File: src/rtl/dmem_arbiter.sv
// Two-port (A: CPU, B: DMA/debug) data-memory arbiter; IDLE -> ACCESS -> RESP per transaction.
// Define DMEM_ARB_FIXED_PRIO_EN to make port A always win a tie instead of round-robin.
module dmem_arbiter #(
  parameter int unsigned AW = 8,
  parameter int unsigned DW = 8
) (
  input  logic          clk,
  input  logic          rst_n,
  input  logic          a_req,
  input  logic          a_we,
  input  logic [AW-1:0] a_addr,
  input  logic [DW-1:0] a_wdata,
  output logic          a_ack,
  output logic [DW-1:0] a_rdata,
  input  logic          b_req,
  input  logic          b_we,
  input  logic [AW-1:0] b_addr,
  input  logic [DW-1:0] b_wdata,
  output logic          b_ack,
  output logic [DW-1:0] b_rdata,
  output logic [AW-1:0] mem_addr,
  output logic [DW-1:0] mem_wdata,
  output logic          mem_w_en,
  output logic          mem_en,
  input  logic [DW-1:0] mem_rdata
);

  typedef enum logic [1:0] {IDLE, ACCESS, RESP} state_t;

  state_t        r_state, w_state_nxt;
  logic          r_gnt_b, w_gnt_b_nxt;
  logic          w_pick_b;
  logic [AW-1:0] r_mem_addr, w_mem_addr_nxt;
  logic [DW-1:0] r_mem_wdata, w_mem_wdata_nxt;
  logic          r_mem_w_en, w_mem_w_en_nxt;
  logic          r_mem_en, w_mem_en_nxt;
  logic          r_a_ack, w_a_ack_nxt;
  logic          r_b_ack, w_b_ack_nxt;
  logic [DW-1:0] r_a_rdata, w_a_rdata_nxt;
  logic [DW-1:0] r_b_rdata, w_b_rdata_nxt;

`ifdef DMEM_ARB_FIXED_PRIO_EN
  assign w_pick_b = b_req & ~a_req;
`else
  logic r_last_b, w_last_b_nxt;

  // On a tie, B wins only if A was granted last
  assign w_pick_b = b_req & (~a_req | ~r_last_b);
`endif

  // Next-state and next-output logic; every register holds by default
  always_comb begin
    w_state_nxt     = r_state;
    w_gnt_b_nxt     = r_gnt_b;
    w_mem_addr_nxt  = r_mem_addr;
    w_mem_wdata_nxt = r_mem_wdata;
    w_mem_w_en_nxt  = r_mem_w_en;
    w_mem_en_nxt    = r_mem_en;
    w_a_ack_nxt     = 1'b0;
    w_b_ack_nxt     = 1'b0;
    w_a_rdata_nxt   = r_a_rdata;
    w_b_rdata_nxt   = r_b_rdata;
`ifndef DMEM_ARB_FIXED_PRIO_EN
    w_last_b_nxt    = r_last_b;
`endif
    case (r_state)
      IDLE: begin
        if (a_req || b_req) begin
          w_state_nxt     = ACCESS;
          w_gnt_b_nxt     = w_pick_b;
          w_mem_addr_nxt  = w_pick_b ? b_addr  : a_addr;
          w_mem_wdata_nxt = w_pick_b ? b_wdata : a_wdata;
          w_mem_w_en_nxt  = w_pick_b ? b_we    : a_we;
          w_mem_en_nxt    = 1'b1;
`ifndef DMEM_ARB_FIXED_PRIO_EN
          w_last_b_nxt    = w_pick_b;
`endif
        end
      end
      ACCESS: begin
        w_state_nxt    = RESP;
        w_mem_en_nxt   = 1'b0;
        w_mem_w_en_nxt = 1'b0;
        w_a_ack_nxt    = ~r_gnt_b;
        w_b_ack_nxt    = r_gnt_b;
        if (!r_mem_w_en) begin
          if (r_gnt_b) w_b_rdata_nxt = mem_rdata;
          else         w_a_rdata_nxt = mem_rdata;
        end
      end
      RESP: begin
        w_state_nxt = IDLE;
      end
      default: begin
        w_state_nxt = IDLE;
      end
    endcase
  end

  // State and registered outputs; reset aborts any access in flight
  always_ff @(posedge clk or negedge rst_n) begin
    if (!rst_n) begin
      r_state     <= IDLE;
      r_gnt_b     <= 1'b0;
      r_mem_addr  <= '0;
      r_mem_wdata <= '0;
      r_mem_w_en  <= 1'b0;
      r_mem_en    <= 1'b0;
      r_a_ack     <= 1'b0;
      r_b_ack     <= 1'b0;
      r_a_rdata   <= '0;
      r_b_rdata   <= '0;
`ifndef DMEM_ARB_FIXED_PRIO_EN
      r_last_b    <= 1'b1;
`endif
    end else begin
      r_state     <= w_state_nxt;
      r_gnt_b     <= w_gnt_b_nxt;
      r_mem_addr  <= w_mem_addr_nxt;
      r_mem_wdata <= w_mem_wdata_nxt;
      r_mem_w_en  <= w_mem_w_en_nxt;
      r_mem_en    <= w_mem_en_nxt;
      r_a_ack     <= w_a_ack_nxt;
      r_b_ack     <= w_b_ack_nxt;
      r_a_rdata   <= w_a_rdata_nxt;
      r_b_rdata   <= w_b_rdata_nxt;
`ifndef DMEM_ARB_FIXED_PRIO_EN
      r_last_b    <= w_last_b_nxt;
`endif
    end
  end

  assign mem_addr  = r_mem_addr;
  assign mem_wdata = r_mem_wdata;
  assign mem_w_en  = r_mem_w_en;
  assign mem_en    = r_mem_en;
  assign a_ack     = r_a_ack;
  assign b_ack     = r_b_ack;
  assign a_rdata   = r_a_rdata;
  assign b_rdata   = r_b_rdata;

endmodule

File: config.mk
export PLATFORM = sky130hd
export DESIGN_NAME = dmem_arbiter
export DESIGN_NICKNAME = d
export VERILOG_FILES = /design/src/rtl/dmem_arbiter.sv
export SDC_FILE = /design/constraint.sdc
export NUM_CORES = 1
export LEC_CHECK = 0
export CORE_MARGIN = 2
export CORE_UTILIZATION = 38
export CTS_BUF_LIST = sky130_fd_sc_hd__clkbuf_8
export CTS_CLUSTER_SIZE = 8
export DETAILED_ROUTE_END_ITERATION = 16
export GPL_ROUTABILITY_DRIVEN = 0
export PLACE_DENSITY = 0.88
export SLEW_MARGIN = 20
export SYNTH_ARGS = -nofsm -noshare
export SYNTH_HDL_FRONTEND = slang
export SYNTH_SLANG_ARGS = --single-unit
File: constraint.sdc
create_clock -name clk -period 1.6 [get_ports clk]
set_input_delay 0.32 -clock clk [delete_from_list [all_inputs] [get_ports clk]]
set_output_delay 0.32 -clock clk [all_outputs]
set_load 0.05 [all_outputs]
== Word-level counts from Yosys, hierarchy flattened ==
Index checks and enable logic that the tools add are counted.

* Flip-flop bits (word level): 40
* Output and inout port bits: 36
* Input bits: 46

* Multiplexer cells: 11
* Equal/unequal tests: 2
* Reductions and logical operators: 7
* Bitwise logic cells: 6

{| class="wikitable"
|+ Operator list
! cell !! number
|-
| $mux W8 || 2
|-
| $reduce_and A3 Y1 || 2
|-
| $mux W1 || 5
|-
| $not A1 Y1 || 4
|-
| $pmux W1 S2 || 2
|-
| $pmux W2 S2 || 1
|-
| $reduce_and A2 Y1 || 2
|-
| $eq A2 B1 Y1 const B || 1
|-
| $logic_not A2 Y1 || 1
|-
| $mux W2 || 1
|-
| $ne A2 B2 Y1 const B || 1
|-
| $reduce_bool A2 Y1 || 1
|-
| $and A1 B1 Y1 || 1
|-
| $logic_or A1 B1 Y1 || 1
|-
| $or A1 B1 Y1 || 1
|}

== Logic depth before layout (Yosys ltp) ==
* Depth after elaboration: 6
* Depth in mapped cells: 5
* Mapped depth without buffers: 3

== Worst setup path before layout ==
OpenSTA, ideal clock, no wires.

* Path kind: flip-flop to flip-flop
* Start: register r_mem_w_en (netlist: mem_w_en)
* End: register r_a_rdata[0] (netlist: a_rdata[0])
* Period minus slack after synthesis: 1.571 ns
* Setup slack: 0.029 ns
* Arrival: 1.447 ns
* Data required time: 1.475 ns
* Stages on the path, launching flop included: 3
* Path buffers: 0
* Setup time: 0.125 ns
* Cells stage by stage: dfrtp_1 > nor3_2 > mux2_2

* Word-level cells in the longest chain between the ends: 2

{| class="wikitable"
|+ RTL lines
! what !! line !! source
|-
| start: declaration || 35 || <nowiki>logic r_mem_w_en, w_mem_w_en_nxt;</nowiki>
|-
| start signal: assignment || 121 || <nowiki>r_mem_w_en <= w_mem_w_en_nxt;</nowiki>
|-
| $not A1 Y1 (no line) || -- ||
|-
| $reduce_and A3 Y1 (no line) || -- ||
|-
| end signal: assignment || 125 || <nowiki>r_a_rdata <= w_a_rdata_nxt;</nowiki>
|-
| end: declaration || 39 || <nowiki>logic [DW-1:0] r_a_rdata, w_a_rdata_nxt;</nowiki>
|}

Every way passes these cells.
A chain may end at the register's enable or synchronous reset.

== Worst setup path after layout ==
* Start: input b_req
* End: register r_mem_addr[2] (netlist: mem_addr[2])

* Word-level cells in the longest chain between the ends: 2

{| class="wikitable"
|+ RTL lines
! what !! line !! source
|-
| start: declaration || 15 || <nowiki>input logic b_req,</nowiki>
|-
| $and A1 B1 Y1 or $logic_or A1 B1 Y1 (tied branches) || 48, 68 ||
|-
| $mux W8 or $reduce_and A2 Y1 (tied branches) || -- ||
|-
| end signal: assignment || 119 || <nowiki>r_mem_addr <= w_mem_addr_nxt;</nowiki>
|-
| end: declaration || 33 || <nowiki>logic [AW-1:0] r_mem_addr, w_mem_addr_nxt;</nowiki>
|}

Parallel ways exist; a longest one is shown, timed or not.

==> results.md <==
- Setup TNS: 0 ns
- Syn Nets: 158
- # setup viols final: 0
- Layout Skew: 0.004227 ns
- Synth Area in XOR/XNOR: 0%
- Share of the clock period used by the worst path: 99.41%
- Slowest stage cell, crit path: clkdlybuf4s50_1
- Met2 GRT Util: 27.16%
- Met3 usage: 5.063%
- Max transition margin: 71.07%
- DRC errors left: 0
- Layout area overhead: 55.41%
- Synth Area in Adders: 0%
- Fmax: 0.6287 GHz
- PD cells: 2290 nW/µm²
- Post-DR wirelength/cell: 14.42 µm
- Ys Warns: 0
- 1st-iter DRT viols: 34
- First-pass GRT wire length: 6244 µm
- Row count: 24
- Flops & latches, synth: 40
- Fin cells: 261
- Simple-Gate Fraction of Synth Area: 3.175%
- CTS Buf Count: 5
- Mapped Area: 1734 µm²
- RSZ-0062 raised after global routing: false
- Crit path depth: 5
- Max Root-Sink Buffers: 2
- Placed cell count: 252
- # nets final: 254
- Worst path bufs/invs: 2
- Routed vias: 1212
- Largest net degree at the start of global routing: 23
- Post-DP Area: 2589 µm²
- Syn Inst Count: 112
- Die H: 71.56 µm
- CP arrival: 1.76 ns
- Post-DP HPWL: 3049 µm
- Critical path class: input port to flip-flop
- Via density: 4.644
- Drt first pass iters: 4
- Vias in the first global route: 1314
- Hold_ws: 0.3068 ns
- Antenna violations before repair: 0
- Max incr delay on CP: 0.48 ns
- GRT overflow: 0
- Multi-input combinational cell area: 689.4 µm²
- DRT antenna net count: 0
- Cell area after layout: 2695 µm²
- Hold depth: 2
- Hold Vio Cnt, Final: 0
- Cell family with most CP delay: buffers and inverters
- All-layer global routing usage: 15.76%
- Die area: 5120 µm²
- Grt peak-use layer: met2
- Htree depth: 2
- Post-CTS Setup Bufs: 0
- Met1 usage: 18.70%
- Share of layout cells above drive strength 1: 50.72%
- Fin crit period: 1.590 ns
- Filler Cell Count: 356
- Mux cell area share after synthesis: 34.05%
- # diodes: 0
- Hold crit path type: input port to flip-flop
- Port buffer count: 81
- Clk sinks: 40
- Required time of the critical path: 1.77 ns
- Post-Route WL: 3764 µm
- Critical path endpoint category: flip-flop
- Root Buffer: clkbuf_8
- Worst r2r path cells: 4
- Main combinational cell family by area after synthesis: multiplexers
- Synth Area in Compound Gates: 1.948%
- Seq/Total Area, Yosys: 57.79%
- CP cell instances: clkdlybuf4s50_1, a21bo_4, buf_4, mux2_4, mux2_2
- Post-synth cell types: 22
- Num ports: 82
- Clk pin slew, worst setup/hold paths: 0.07 ns
- Die Wd: 71.56 µm
- Status: completed
- Fin. max-slew vios: 0
- P_leak: 0.001265 µW
- Slew @ Worst Pin: 0.4340 ns
- Worst-path fanout max: 4
- Max VDD drop: 1274 µV
- Syn avg cell area: 15.48 µm²
- Reg area: 1002 µm²
- CTS tree: yes
- Core region area: 4384 µm²
- Maxcap violations: 0
- Initial Util: 39.55%
- Critical Path Start Type: input port
- Worst skew pair latency: 0.28 ns
==> per-stage QoR <==
stage          setup slack (ns)  utilization (%)  power [µW]
2_1_floorplan           0.02853                -        4353
3_3_place_gp            -0.2693            59.05        5524
3_5_place_dp            -0.3277            59.05        5610
4_1_cts                -0.01029            61.19        6235
5_1_grt                0.007102            61.47        6473
6_report               0.009501            61.47        6173
==> worst register-to-register path: cells and delay by family, from the launching register on <==
family / cells / cell delay [ns]
buffers and inverters: 1 / 0.13
muxes: 2 / 0.59
DFF: 1 / 0.55
AOI/OAI and AO/OA: 1 / 0.14
==> routing by layer <==
| layer | vias up | part of all wire, % |
|---|---|---|
| li1 | 585 | - |
| met1 | 577 | 40 |
| met2 | 48 | 53 |
| met3 | 2 | 6.8 |
| met4 | 0 | 0.72 |
| met5 | - | 0 |
==> cell usage after synthesis <==
cell type,count,area (µm²)
mux2_2,40,450.4
dfrtp_1,39,975.9
mux2_4,8,120.1
nand2_1,3,11.26
buf_2,2,10.01
inv_1,2,7.510
mux2i_1,2,20.02
nor2_1,2,7.510
a21bo_1,1,10.01
a21o_1,1,7.510
a21oi_1,1,5.000
a31oi_1,1,6.260
and3b_1,1,8.760
buf_12,1,20.02
buf_6,1,11.26
clkbuf_1,1,3.750
dfstp_2,1,26.28
nand2b_1,1,6.260
nor2b_1,1,6.260
nor3_1,1,5.000
nor3_2,1,10.01
o21ai_0,1,5.000
==> logic make-up after synthesis <==
group	count (synthesis)
AOI/OAI and AO/OA	5
buffers and inverters	7
DFF	40
muxes	50
and+or+nand+nor	10
==> final timing paths <==
path / to / startpoint / slack, ns
setup reg to reg: mem_addr[0] / r_last_b / 0.07
hold reg to reg: mem_en / mem_en / 0.50
min in group asynchronous: a_rdata[7] / rst_n / 0.51
hold / removal: r_last_b / a_req / 0.31
max in group asynchronous: r_last_b / rst_n / 0.55
setup / recovery: mem_addr[2] / b_req / 0.01
==> placed cells by master, fill, tap and decap left out, drive strengths merged <==
| cell | instances |
|---|---|
| o21ai | 1 |
| inv | 5 |
| a21o | 1 |
| a31oi | 1 |
| mux2 | 48 |
| clkbuf | 5 |
| nor2b | 1 |
| nor3 | 2 |
| nand2b | 1 |
| clkdlybuf4s50 | 43 |
| dlygate4sd3 | 1 |
| mux2i | 2 |
| dfstp | 1 |
| a21bo | 1 |
| nand2 | 3 |
| and3b | 1 |
| a21oi | 1 |
| dfrtp | 39 |
| buf | 49 |
| dlymetal6s2s | 1 |
| nor2 | 2 |
==> sequential cells by signal, indices dropped and copies added (netlist names) <==
| signal | cells |
|---|---|
| r_last_b | 1 |
| mem_w_en | 1 |
| r_gnt_b | 1 |
| b_rdata | 8 |
| a_ack | 1 |
| r_state | 2 |
| mem_addr | 8 |
| b_ack | 1 |
| mem_wdata | 8 |
| mem_en | 1 |
| a_rdata | 8 |
==> area by class of cell <==
class                      count  share of cell area [%]
sequential                    40                   37.19
timing repair buffer          94                   31.57
multi-input combinational     65                   25.58
clock buffer                   5                   2.553
tap                           52                   2.414
clock inverter                 3                  0.4178
inverter                       2                  0.2786
==> what timing repair did <==
| item | in CTS | in global routing |
|---|---|---|
| endpoints found under the setup margin | 8 | 16 |
| pin swaps | 0 | 1 |
| cloned | 0 | 0 |
| hold buffers | 1 | 0 |
| gates resized for setup | 1 | 3 |
| endpoints found under the hold margin | 18 | 0 |
==> power breakdown <==
part           internal [µW]  leakage, µW  switching (µW)
Sequential              1540     0.000475             298
Combinational           1440     0.000738            2280
Clock                    291    0.0000519             320
Total                   3270      0.00126            2900
Note: power is estimated with default switching activity, not from simulation.
